**src/rtl/gate_param_if.sv**
```systemverilog
// Stream and parameter-bus bundle between a word source, gate_param_loader and the LSTM gate layer.
// master drives the stream and the acknowledge; slave is the loader.
interface gate_param_if #(
  parameter int dataWidth    = 5,
  parameter int hiddenSize1  = 3,
  parameter int hiddenSize2  = 3,
  parameter int reWeightSize = 9
);
  logic [dataWidth-1:0]              inData;
  logic                              inValid;
  logic                              inReady;
  logic                              hidOnly;
  logic                              paramAck;
  logic [dataWidth*reWeightSize-1:0] ReW;
  logic [dataWidth*hiddenSize1-1:0]  b;
  logic [dataWidth*hiddenSize2-1:0]  hid;
  logic                              paramValid;
  logic                              frameErr;

  modport master (
    output inData, inValid, hidOnly, paramAck,
    input  inReady, ReW, b, hid, paramValid, frameErr
  );

  modport slave (
    input  inData, inValid, hidOnly, paramAck,
    output inReady, ReW, b, hid, paramValid, frameErr
  );
endinterface

```
**src/rtl/gate_param_loader.sv**
```systemverilog
// Serial-to-parallel loader for one LSTM gate layer: ReW, b and hid are assembled from a word stream.
// Optional trailing checksum word per frame is enabled by defining GATE_LOADER_CHECKSUM_EN.
module gate_param_loader #(
  parameter int dataWidth    = 5,
  parameter int hiddenSize1  = 3,
  parameter int hiddenSize2  = 3,
  parameter int reWeightSize = 9
) (
  input logic         clk,
  input logic         rst,
  gate_param_if.slave bus
);
  localparam int CW = (reWeightSize > 1) ? $clog2(reWeightSize) : 1;
  localparam logic [CW-1:0] CNT_ZERO = CW'(0);
  localparam logic [CW-1:0] CNT_ONE  = CW'(1);
  localparam logic [CW-1:0] W_LAST   = CW'(reWeightSize - 1);
  localparam logic [CW-1:0] B_LAST   = CW'(hiddenSize1 - 1);
  localparam logic [CW-1:0] H_LAST   = CW'(hiddenSize2 - 1);

  typedef enum logic [2:0] {
    IDLE   = 3'd0,
    LOAD_W = 3'd1,
    LOAD_B = 3'd2,
    LOAD_H = 3'd3,
`ifdef GATE_LOADER_CHECKSUM_EN
    CHK    = 3'd5,
`endif
    HOLD   = 3'd4
  } state_t;

  state_t                            state_r, state_nx_s, seg_s;
  logic [CW-1:0]                     cnt_r, cnt_nx_s;
  logic                              wloaded_r, wloaded_nx_s;
  logic                              full_r, full_nx_s;
  logic                              ready_s, accept_s;
  logic                              wr_w_s, wr_b_s, wr_h_s;
  logic                              pvalid_r;
  logic [dataWidth*reWeightSize-1:0] rew_r;
  logic [dataWidth*hiddenSize1-1:0]  b_r;
  logic [dataWidth*hiddenSize2-1:0]  hid_r;

`ifdef GATE_LOADER_CHECKSUM_EN
  logic [dataWidth-1:0] sum_r, sum_nx_s;
  logic                 ferr_r, ferr_nx_s;

  // Running modulo-2^dataWidth sum of the frame's data words.
  function automatic logic [dataWidth-1:0] csum_add(input logic [dataWidth-1:0] acc,
                                                    input logic [dataWidth-1:0] word);
    return acc + word;
  endfunction
`endif

  // Handshake: ready everywhere except HOLD and while reset is asserted.
  always_comb begin
    ready_s  = (!rst) && (state_r != HOLD);
    accept_s = ready_s && bus.inValid;
  end

  // Next-state, counter, frame-type and bus write-enable decode.
  always_comb begin
    state_nx_s   = state_r;
    cnt_nx_s     = cnt_r;
    wloaded_nx_s = wloaded_r;
    full_nx_s    = full_r;
    wr_w_s       = 1'b0;
    wr_b_s       = 1'b0;
    wr_h_s       = 1'b0;
`ifdef GATE_LOADER_CHECKSUM_EN
    sum_nx_s     = sum_r;
    ferr_nx_s    = 1'b0;
`endif
    // The first word of a frame is handled as word 0 of the segment it opens.
    if (state_r == IDLE) begin
      seg_s = (bus.hidOnly && wloaded_r) ? LOAD_H : LOAD_W;
    end else begin
      seg_s = state_r;
    end

    if (state_r == HOLD) begin
      if (bus.paramAck) begin
        state_nx_s = IDLE;
      end else begin
        state_nx_s = HOLD;
      end
    end else if (accept_s) begin
      if (state_r == IDLE) begin
        full_nx_s = (seg_s == LOAD_W);
`ifdef GATE_LOADER_CHECKSUM_EN
        sum_nx_s  = bus.inData;
      end else begin
        sum_nx_s  = csum_add(sum_r, bus.inData);
`endif
      end else begin
        full_nx_s = full_r;
      end

      case (seg_s)
        LOAD_W: begin
          wr_w_s = 1'b1;
          if (cnt_r == W_LAST) begin
            cnt_nx_s   = CNT_ZERO;
            state_nx_s = LOAD_B;
          end else begin
            cnt_nx_s   = cnt_r + CNT_ONE;
            state_nx_s = LOAD_W;
          end
        end
        LOAD_B: begin
          wr_b_s = 1'b1;
          if (cnt_r == B_LAST) begin
            cnt_nx_s   = CNT_ZERO;
            state_nx_s = LOAD_H;
          end else begin
            cnt_nx_s   = cnt_r + CNT_ONE;
            state_nx_s = LOAD_B;
          end
        end
        LOAD_H: begin
          wr_h_s = 1'b1;
          if (cnt_r == H_LAST) begin
            cnt_nx_s = CNT_ZERO;
`ifdef GATE_LOADER_CHECKSUM_EN
            state_nx_s = CHK;
`else
            state_nx_s = HOLD;
            if (full_nx_s) begin
              wloaded_nx_s = 1'b1;
            end else begin
              wloaded_nx_s = wloaded_r;
            end
`endif
          end else begin
            cnt_nx_s   = cnt_r + CNT_ONE;
            state_nx_s = LOAD_H;
          end
        end
`ifdef GATE_LOADER_CHECKSUM_EN
        CHK: begin
          if (bus.inData == sum_r) begin
            state_nx_s = HOLD;
            if (full_r) begin
              wloaded_nx_s = 1'b1;
            end else begin
              wloaded_nx_s = wloaded_r;
            end
          end else begin
            // A failed full frame may have overwritten ReW/b, so hidden-only frames are refused.
            state_nx_s = IDLE;
            ferr_nx_s  = 1'b1;
            if (full_r) begin
              wloaded_nx_s = 1'b0;
            end else begin
              wloaded_nx_s = wloaded_r;
            end
          end
        end
`endif
        default: begin
          state_nx_s = IDLE;
          cnt_nx_s   = CNT_ZERO;
        end
      endcase
    end else begin
      state_nx_s = state_r;
    end
  end

  // Control state registers.
  always_ff @(posedge clk) begin
    if (rst) begin
      state_r   <= IDLE;
      cnt_r     <= CNT_ZERO;
      wloaded_r <= 1'b0;
      full_r    <= 1'b0;
      pvalid_r  <= 1'b0;
    end else begin
      state_r   <= state_nx_s;
      cnt_r     <= cnt_nx_s;
      wloaded_r <= wloaded_nx_s;
      full_r    <= full_nx_s;
      pvalid_r  <= (state_nx_s == HOLD);
    end
  end

  // Parameter buses, written in place one word per accept.
  always_ff @(posedge clk) begin
    if (rst) begin
      rew_r <= '0;
      b_r   <= '0;
      hid_r <= '0;
    end else begin
      for (int k = 0; k < reWeightSize; k++) begin
        if (wr_w_s && (cnt_r == CW'(k))) rew_r[dataWidth*k +: dataWidth] <= bus.inData;
      end
      for (int k = 0; k < hiddenSize1; k++) begin
        if (wr_b_s && (cnt_r == CW'(k))) b_r[dataWidth*k +: dataWidth] <= bus.inData;
      end
      for (int k = 0; k < hiddenSize2; k++) begin
        if (wr_h_s && (cnt_r == CW'(k))) hid_r[dataWidth*k +: dataWidth] <= bus.inData;
      end
    end
  end

`ifdef GATE_LOADER_CHECKSUM_EN
  // Checksum accumulator and one-cycle error pulse.
  always_ff @(posedge clk) begin
    if (rst) begin
      sum_r  <= '0;
      ferr_r <= 1'b0;
    end else begin
      sum_r  <= sum_nx_s;
      ferr_r <= ferr_nx_s;
    end
  end

  assign bus.frameErr = ferr_r;
`else
  assign bus.frameErr = 1'b0;
`endif

  assign bus.inReady    = ready_s;
  assign bus.paramValid = pvalid_r;
  assign bus.ReW        = rew_r;
  assign bus.b          = b_r;
  assign bus.hid        = hid_r;
endmodule

```
**src/flat_wrapper.sv**
```systemverilog
// flat-port wrapper written by rule: the top's interface ports become plain ports
module gate_param_loader_flat 
#(
  parameter int dataWidth    = 5,
  parameter int hiddenSize1  = 3,
  parameter int hiddenSize2  = 3,
  parameter int reWeightSize = 9
)
  (clk, rst, bus_inData, bus_inValid, bus_hidOnly, bus_paramAck, bus_inReady, bus_ReW, bus_b, bus_hid, bus_paramValid, bus_frameErr);
  gate_param_if #(.dataWidth(dataWidth), .hiddenSize1(hiddenSize1), .hiddenSize2(hiddenSize2), .reWeightSize(reWeightSize)) bus_i ();
  input logic clk;
  input logic rst;
  input wire logic [$bits(bus_i.inData)-1:0] bus_inData;
  input wire logic [$bits(bus_i.inValid)-1:0] bus_inValid;
  input wire logic [$bits(bus_i.hidOnly)-1:0] bus_hidOnly;
  input wire logic [$bits(bus_i.paramAck)-1:0] bus_paramAck;
  output wire logic [$bits(bus_i.inReady)-1:0] bus_inReady;
  output wire logic [$bits(bus_i.ReW)-1:0] bus_ReW;
  output wire logic [$bits(bus_i.b)-1:0] bus_b;
  output wire logic [$bits(bus_i.hid)-1:0] bus_hid;
  output wire logic [$bits(bus_i.paramValid)-1:0] bus_paramValid;
  output wire logic [$bits(bus_i.frameErr)-1:0] bus_frameErr;
  assign bus_i.inData = bus_inData;
  assign bus_i.inValid = bus_inValid;
  assign bus_i.hidOnly = bus_hidOnly;
  assign bus_i.paramAck = bus_paramAck;
  assign bus_inReady = bus_i.inReady;
  assign bus_ReW = bus_i.ReW;
  assign bus_b = bus_i.b;
  assign bus_hid = bus_i.hid;
  assign bus_paramValid = bus_i.paramValid;
  assign bus_frameErr = bus_i.frameErr;
  gate_param_loader #(.dataWidth(dataWidth), .hiddenSize1(hiddenSize1), .hiddenSize2(hiddenSize2), .reWeightSize(reWeightSize)) u_core (.clk(clk), .rst(rst), .bus(bus_i));
endmodule
```
**config.mk**
```make
export PLATFORM = sky130hd
export DESIGN_NAME = gate_param_loader_flat
export DESIGN_NICKNAME = d
export VERILOG_FILES = /design/src/rtl/gate_param_if.sv /design/src/rtl/gate_param_loader.sv /design/src/flat_wrapper.sv
export SDC_FILE = /design/constraint.sdc
export NUM_CORES = 1
export LEC_CHECK = 0
export BUFFER_PORTS_ARGS = -buffer_cell sky130_fd_sc_hd__buf_2
export CORE_UTILIZATION = 50
export CTS_CLUSTER_DIAMETER = 50
export CTS_CLUSTER_SIZE = 25
export DETAILED_ROUTE_END_ITERATION = 10
export HOLD_SLACK_MARGIN = 0.02
export PLACE_DENSITY_LB_ADDON = 0.25
export SETUP_SLACK_MARGIN = 0.1
export SYNTH_ARGS = -nofsm -noshare
export SYNTH_HDL_FRONTEND = slang
export SYNTH_SLANG_ARGS = --single-unit
```
**constraint.sdc**
```tcl
create_clock -name clk -period 2.9 [get_ports clk]
set_input_delay 0.435 -clock clk [delete_from_list [all_inputs] [get_ports clk]]
set_output_delay 0.435 -clock clk [all_outputs]
set_load 0.005 [all_outputs]
```
==> impl_metrics.py, run 1 <==
metrics = {
    "worst_hold_path": {
        "whs_path_depth": 3,
        "hp-class": "in -> reg",
        "holdCritStartpoint": "bus_inValid",
        "hold_end": "u_core.state_r[2]$_SDFF_PP0_",
    },
    "cts": {
        "cts_tree": "done",
        "clk_path_buf_depth": 2,
        "cts_root_buf": "clkbuf_8",
        "cts_resized": 0,
        "postCtsSetupBuffers": 0,
        "worstSkewPairLatency_ps": 350,
        "clk_pin_slew_worst_paths_ps": 80,
        "cts.sinks": 85,
        "cts_made_buffers": 9,
        "postCtsHoldBufs": 0,
        "cts_max_level": 3,
    },
    "synthesis": {
        "synth-edff-count": 0,
        "synth_warnings": 0,
        "ys_seq_elements": 85,
        "synthDistinctLibCells": 37,
        "synthArstFlopShare": 0,
        "synth_largest_area_cell": "dfxtp_1",
        "yosysMostFrequentCell": "dfxtp_1",
        "synth_flop_cell": "dfxtp_1",
        "synth_cells": 398,
        "synth_area_leaders": "dfxtp_1, mux2i_1, a21oi_1",
        "postSynthAreaPerCell_um2": 8.70,
        "synth_top_area_share": 0.491,
        "yosysSeqAreaShare": 0.491,
        "synthTopCellsByCount": "dfxtp_1, nand2_1, a21oi_1",
        "syn-num-nets": 412,
        "syn_area_um2": 3460,
    },
    "pwr": {
        "p_seq_frac": 0.521,
        "intPower_mw": 1.78,
        "p_leak_nw": 1.78,
        "power.density_nw_per_um2": 552,
        "switching_share": 0.217,
        "clock_power_share": 0.427,
        "p_comb_frac": 0.052,
        "power_mw": 2.27,
        "ir_drop_mv": 0.358,
        "p_switching_uw": 493,
    },
    "die": {
        "row_count": 29,
        "die_h_um": 85.2,
        "die_w_um": 85.2,
        "start_util": 0.530,
        "io_pins": 88,
        "core_area_um2": 6530,
        "dieArea_um2": 7260,
    },
    "timing": {
        "hold_violations": 0,
        "finalSetupViolCount": 0,
        "max_freq_mhz": 430,
        "tns_ps": 0,
        "min_period_ps": 2320,
        "hold_slack_ps": 417,
        "finalMaxSlewViolations": 0,
        "fin_skew_ps": 7.94,
        "slew_headroom": 0.418,
        "finalCritPeriodShare": 0.801,
        "rsz0062_at_grt": "false",
        "worstMarginPinSlew_ps": 874,
    },
    "layout": {
        "drive_above_1_share": 0.236,
        "nets": 484,
        "syn2layout_area_growth_pct": 18.6,
        "n_fill_cell": 572,
        "antennaDiodeCount": 0,
    },
    "worst_setup_path": {
        "worstSetupEndpointType": "flip-flop",
        "crit_chain": "or2_2 > o21ai_0 > nand4_1 > mux2i_1 > nor2_1",
        "crit_path_max_fanout": 14,
        "worstPathArrival_ps": 2520,
        "cp-start-kind": "flip-flop",
        "r2r_end": "u_core.bus.hid[2]$_SDFFE_PP0P_",
        "r2r_setup_slack_ps": 580,
        "worstSetupPathType": "reg -> reg",
        "startpoint": "u_core.state_r[1]$_SDFF_PP0_",
        "worstReg2RegStart": "u_core.state_r[1]$_SDFF_PP0_",
        "worstPathRequired_ps": 3100,
        "critical-path-slowest-cell": "dfxtp_1",
        "r2r_cells": 5,
        "cp_slowest_stage_delay_ps": 520,
    },
    "run": {
        "maxCapViolCount": 0,
    },
    "global_route": {
        "antenna_found_initial": 0,
        "grt_max_degree": 86,
        "gr-total-overflow": 0,
        "grt_use_total": 0.236,
        "grt_pass1_wl_um": 13400,
        "grt_pass1_vias": 2727,
    },
    "status": {
        "status": "completed",
    },
    "drt": {
        "drtAntennaViolNets": 0,
        "routed_via_density": 5.56,
        "vias": 3066,
        "drt_iter0_drc": 185,
        "wl_per_cell_um": 15.3,
        "dr.pass1.iters": 5,
        "drc": 0,
        "wl_um": 8430,
    },
    "place": {
        "numPortBuffers": 86,
        "gp_congestion": 0.816,
        "place_hpwl_um": 5510,
    },
}
area by class of cell:
| cell class | count | area, µm² | share of cell area |
|---|---|---|---|
| flip-flops and latches | 85 | 1700 | 0.414 |
| multi-input cells | 278 | 1590 | 0.387 |
| repair buffers | 92 | 475 | 0.116 |
| clock buffers | 11 | 131 | 0.0320 |
| clock inverters | 4 | 97.6 | 0.0238 |
| well taps | 77 | 96.3 | 0.0235 |
| inverters | 4 | 15.0 | 0.00366 |
worst max-delay path by stage:
| stage | endpoint | depth (start not counted) |
|---|---|---|
| after floorplan | u_core.bus.ReW[10]$_SDFFE_PP0P_ | 7 |
| after global placement | u_core.bus.ReW[6]$_SDFFE_PP0P_ | 6 |
| after detailed placement | u_core.bus.ReW[9]$_SDFFE_PP0P_ | 6 |
| after CTS | u_core.bus.ReW[12]$_SDFFE_PP0P_ | 6 |
| after global routing | u_core.bus.ReW[13]$_SDFFE_PP0P_ | 6 |
| final | u_core.bus.hid[2]$_SDFFE_PP0P_ | 5 |
state kept, by name, summed over array words and instances, names as in the netlist:
signal / count
u_core.wloaded_r: 1
u_core.bus.hid: 15
u_core.bus.paramValid: 1
u_core.cnt_r: 4
u_core.full_r: 1
u_core.state_r: 3
u_core.bus.b: 15
u_core.bus.ReW: 45
cell families after synthesis:
group                      share of synthesized area
adders and majority gates                     0.0145
other                                        0.00108
buffers and inverters                         0.0499
AOI/OAI and AO/OA                              0.108
DFF                                            0.491
muxes                                         0.0896
and+or+nand+nor                                0.246
power by group through the flow:
stage | Clock [mW] | Sequential (mW) | Combinational (mW)
finish | 0.970 | 1.18 | 0.117
global placement | 0 | 1.21 | 0.113
floorplan | 0 | 1.21 | 0.0780
CTS | 0.981 | 1.18 | 0.115
detailed placement | 0 | 1.21 | 0.115
global route | 1.02 | 1.18 | 0.127
worst max-delay path, delay by kind of cell (launching register included):
kind | cells | cell delay, ps
and+or+nand+nor | 3 | 940
muxes | 1 | 270
AOI/OAI and AO/OA | 1 | 440
DFF | 1 | 520
stage by stage:
step	setup slack [ps]	util	cell area (µm²)	std cells
2_1_floorplan	872	-	3460	398
3_3_place_gp	558	0.594	3880	536
3_5_place_dp	497	0.594	3880	536
4_1_cts	619	0.629	4110	551
5_1_grt	445	0.629	4110	551
6_report	577	0.629	4110	551
cell usage in the layout, fill, tap and decap left out, types with 6 or more instances in the layout:
| master | n |
|---|---|
| clkbuf_8 | 9 |
| nand2_1 | 60 |
| o21ai_0 | 7 |
| buf_2 | 86 |
| mux2i_1 | 31 |
| dfxtp_1 | 85 |
| nor2_1 | 37 |
| nand3_1 | 49 |
| a21oi_1 | 54 |
| buf_4 | 6 |
per-layer routing:
metal,track usage,share of wire,up-vias
met2,0.363,0.46,117
met3,0.0506,0.069,8
li1,-,-,1507
met1,0.327,0.46,1434
met5,0,0,-
met4,0.0863,0.011,0
No activity file was read; power rests on OpenSTA's default activity.
==> inputs of run 2 (changes only) <==
Settings changed: CORE_UTILIZATION 50 to 47.
Clock period 2.9 ns to 1.9 ns, I/O delays scaled along.
==> impl_metrics.py, run 2 (synthesized netlist as in run 1, its figures left out) <==
metrics = {
    "status": {
        "status": "completed",
    },
    "layout": {
        "largest_reg_flops": 45,
        "n_fill_cell": 630,
        "final_cell_mix": "buf_2, dfxtp_1, nand2_1",
        "syn2layout_area_growth_pct": 25.5,
        "antennaDiodeCount": 0,
        "final_common_cell": "buf_2",
        "nets": 508,
        "drive_above_1_share": 0.288,
    },
    "die": {
        "dieArea_um2": 7720,
        "io_pins": 88,
        "row_count": 30,
        "start_util": 0.499,
        "core_area_um2": 6940,
        "die_w_um": 87.8,
        "die_h_um": 87.8,
    },
    "cts": {
        "cts_tree": "done",
        "cts.sinks": 85,
        "cts_made_buffers": 9,
        "cts_root_buf": "clkbuf_8",
        "worstSkewPairLatency_ps": 350,
        "postCtsHoldBufs": 0,
        "cts_max_level": 3,
        "clk_pin_slew_worst_paths_ps": 80,
        "clk_path_buf_depth": 2,
    },
    "drt": {
        "drc": 0,
        "vias": 3074,
        "drtAntennaViolNets": 0,
        "routed_via_density": 5.18,
        "dr.pass1.iters": 4,
        "wl_um": 8420,
        "drt_iter0_drc": 206,
        "wl_per_cell_um": 14.2,
    },
    "worst_setup_path": {
        "crit_path_max_fanout": 5,
        "r2r_cells": 6,
        "worstSetupPathType": "reg -> reg",
        "worstPathArrival_ps": 1930,
        "crit_chain": "or3b_4 > buf_6 > nor4_4 > buf_6 > mux2i_1 > nor2_1",
        "startpoint": "u_core.state_r[2]$_SDFF_PP0_",
        "crit_top_cell": "buf_6",
        "cp_slowest_stage_delay_ps": 420,
        "worstReg2RegStart": "u_core.state_r[2]$_SDFF_PP0_",
        "worstPathRequired_ps": 2120,
        "cp-start-kind": "flip-flop",
        "worstSetupEndpointType": "flip-flop",
        "critical-path-slowest-cell": "or3b_4",
    },
    "global_route": {
        "grt_pass1_vias": 2746,
        "grt_pass1_wl_um": 13500,
        "antenna_found_initial": 0,
        "gr-total-overflow": 0,
        "grt_max_degree": 55,
        "grt_use_total": 0.229,
    },
    "pwr": {
        "power.density_nw_per_um2": 772,
        "p_leak_nw": 1.91,
        "ir_drop_mv": 0.519,
    },
    "timing": {
        "min_period_ps": 1700,
        "hold_violations": 0,
        "max_freq_mhz": 587,
        "finalSetupViolCount": 0,
        "finalMaxSlewViolations": 0,
        "slew_headroom": 0.631,
        "worstMarginPinSlew_ps": 553,
        "tns_ps": 0,
        "fin_skew_ps": 9.90,
        "finalCritPeriodShare": 0.897,
        "rsz0062_at_grt": "false",
        "hold_slack_ps": 254,
    },
    "place": {
        "gp_congestion": 0.869,
        "numPortBuffers": 86,
        "place_hpwl_um": 5870,
    },
    "run": {
        "maxCapViolCount": 0,
    },
    "worst_hold_path": {
        "hp-class": "in -> reg",
        "whs_path_depth": 4,
        "holdCritStartpoint": "bus_paramAck",
    },
}
-- run 2: changes by cell type in the layout (fill, tap and decap cells not counted), sizes merged --
| cell | previous run | this run |
|---|---|---|
| buf | 92 | 116 |
| clkbuf | 11 | 9 |
| inv | 4 | 5 |
| clkinv | 0 | 1 |
| bufinv | 3 | 2 |
-- run 2: repair_timing --
| item | 4_1_cts | 5_1_grt |
|---|---|---|
| setup endpoints to repair | 5 | 49 |
| buffers inserted | 1 | 1 |
| hold endpoints to repair | 0 | 0 |
| pin swaps | 0 | 3 |
| gates resized for setup | 1 | 8 |
-- run 2: final cells by class --
class                      count  area, µm²  area share
multi-input combinational    278       1610       0.370
tap                           96        120      0.0276
clock buffer                   9        124      0.0285
sequential                    85       1710       0.393
timing repair buffer         116        683       0.157
inverter                       4       17.5     0.00403
clock inverter                 5       85.1      0.0196
-- run 2: path summary, 6_finish.rpt --
kind | end | slack, ps
max | u_core.bus.ReW[44]$_SDFFE_PP0P_ | 200
min | u_core.state_r[2]$_SDFF_PP0_ | 250
max reg2reg | u_core.bus.ReW[44]$_SDFFE_PP0P_ | 200
min reg2reg | u_core.bus.ReW[39]$_SDFFE_PP0P_ | 460
-- run 2: report_power, final --
| group | switching, mW | internal (mW) | total (mW) |
|---|---|---|---|
| Sequential | 0.00978 | 1.79 | 1.80 |
| Combinational | 0.132 | 0.0656 | 0.198 |
| Clock | 0.625 | 0.732 | 1.36 |
| Total | 0.767 | 2.59 | 3.36 |
-- run 2: per-layer routing --
metal  vias up  GRT usage  part of all wire
li1       1555          -                 -
met1      1423      0.313              0.45
met2        87      0.354              0.48
met3         9     0.0547             0.065
met4         0     0.0849             0.012
met5         -          0                 0
-- run 2: metrics by stage --
stage	total power, mW	worst slack (ps)	instances	cell area (µm²)	util
floorplan	1.97	19.5	398	3490	-
global placement	2.04	88.5	577	4100	0.590
detailed placement	2.04	62.4	577	4100	0.590
CTS	3.39	106	592	4320	0.622
global route	3.48	105	593	4350	0.626
finish	3.36	195	593	4350	0.626
-- run 2: worst max-delay path, delay by kind of cell (launching register included) --
| kind | cells | cell delay [ps] |
|---|---|---|
| simple gates | 3 | 750 |
| buf+inv | 2 | 330 |
| flops | 1 | 320 |
| mux | 1 | 190 |
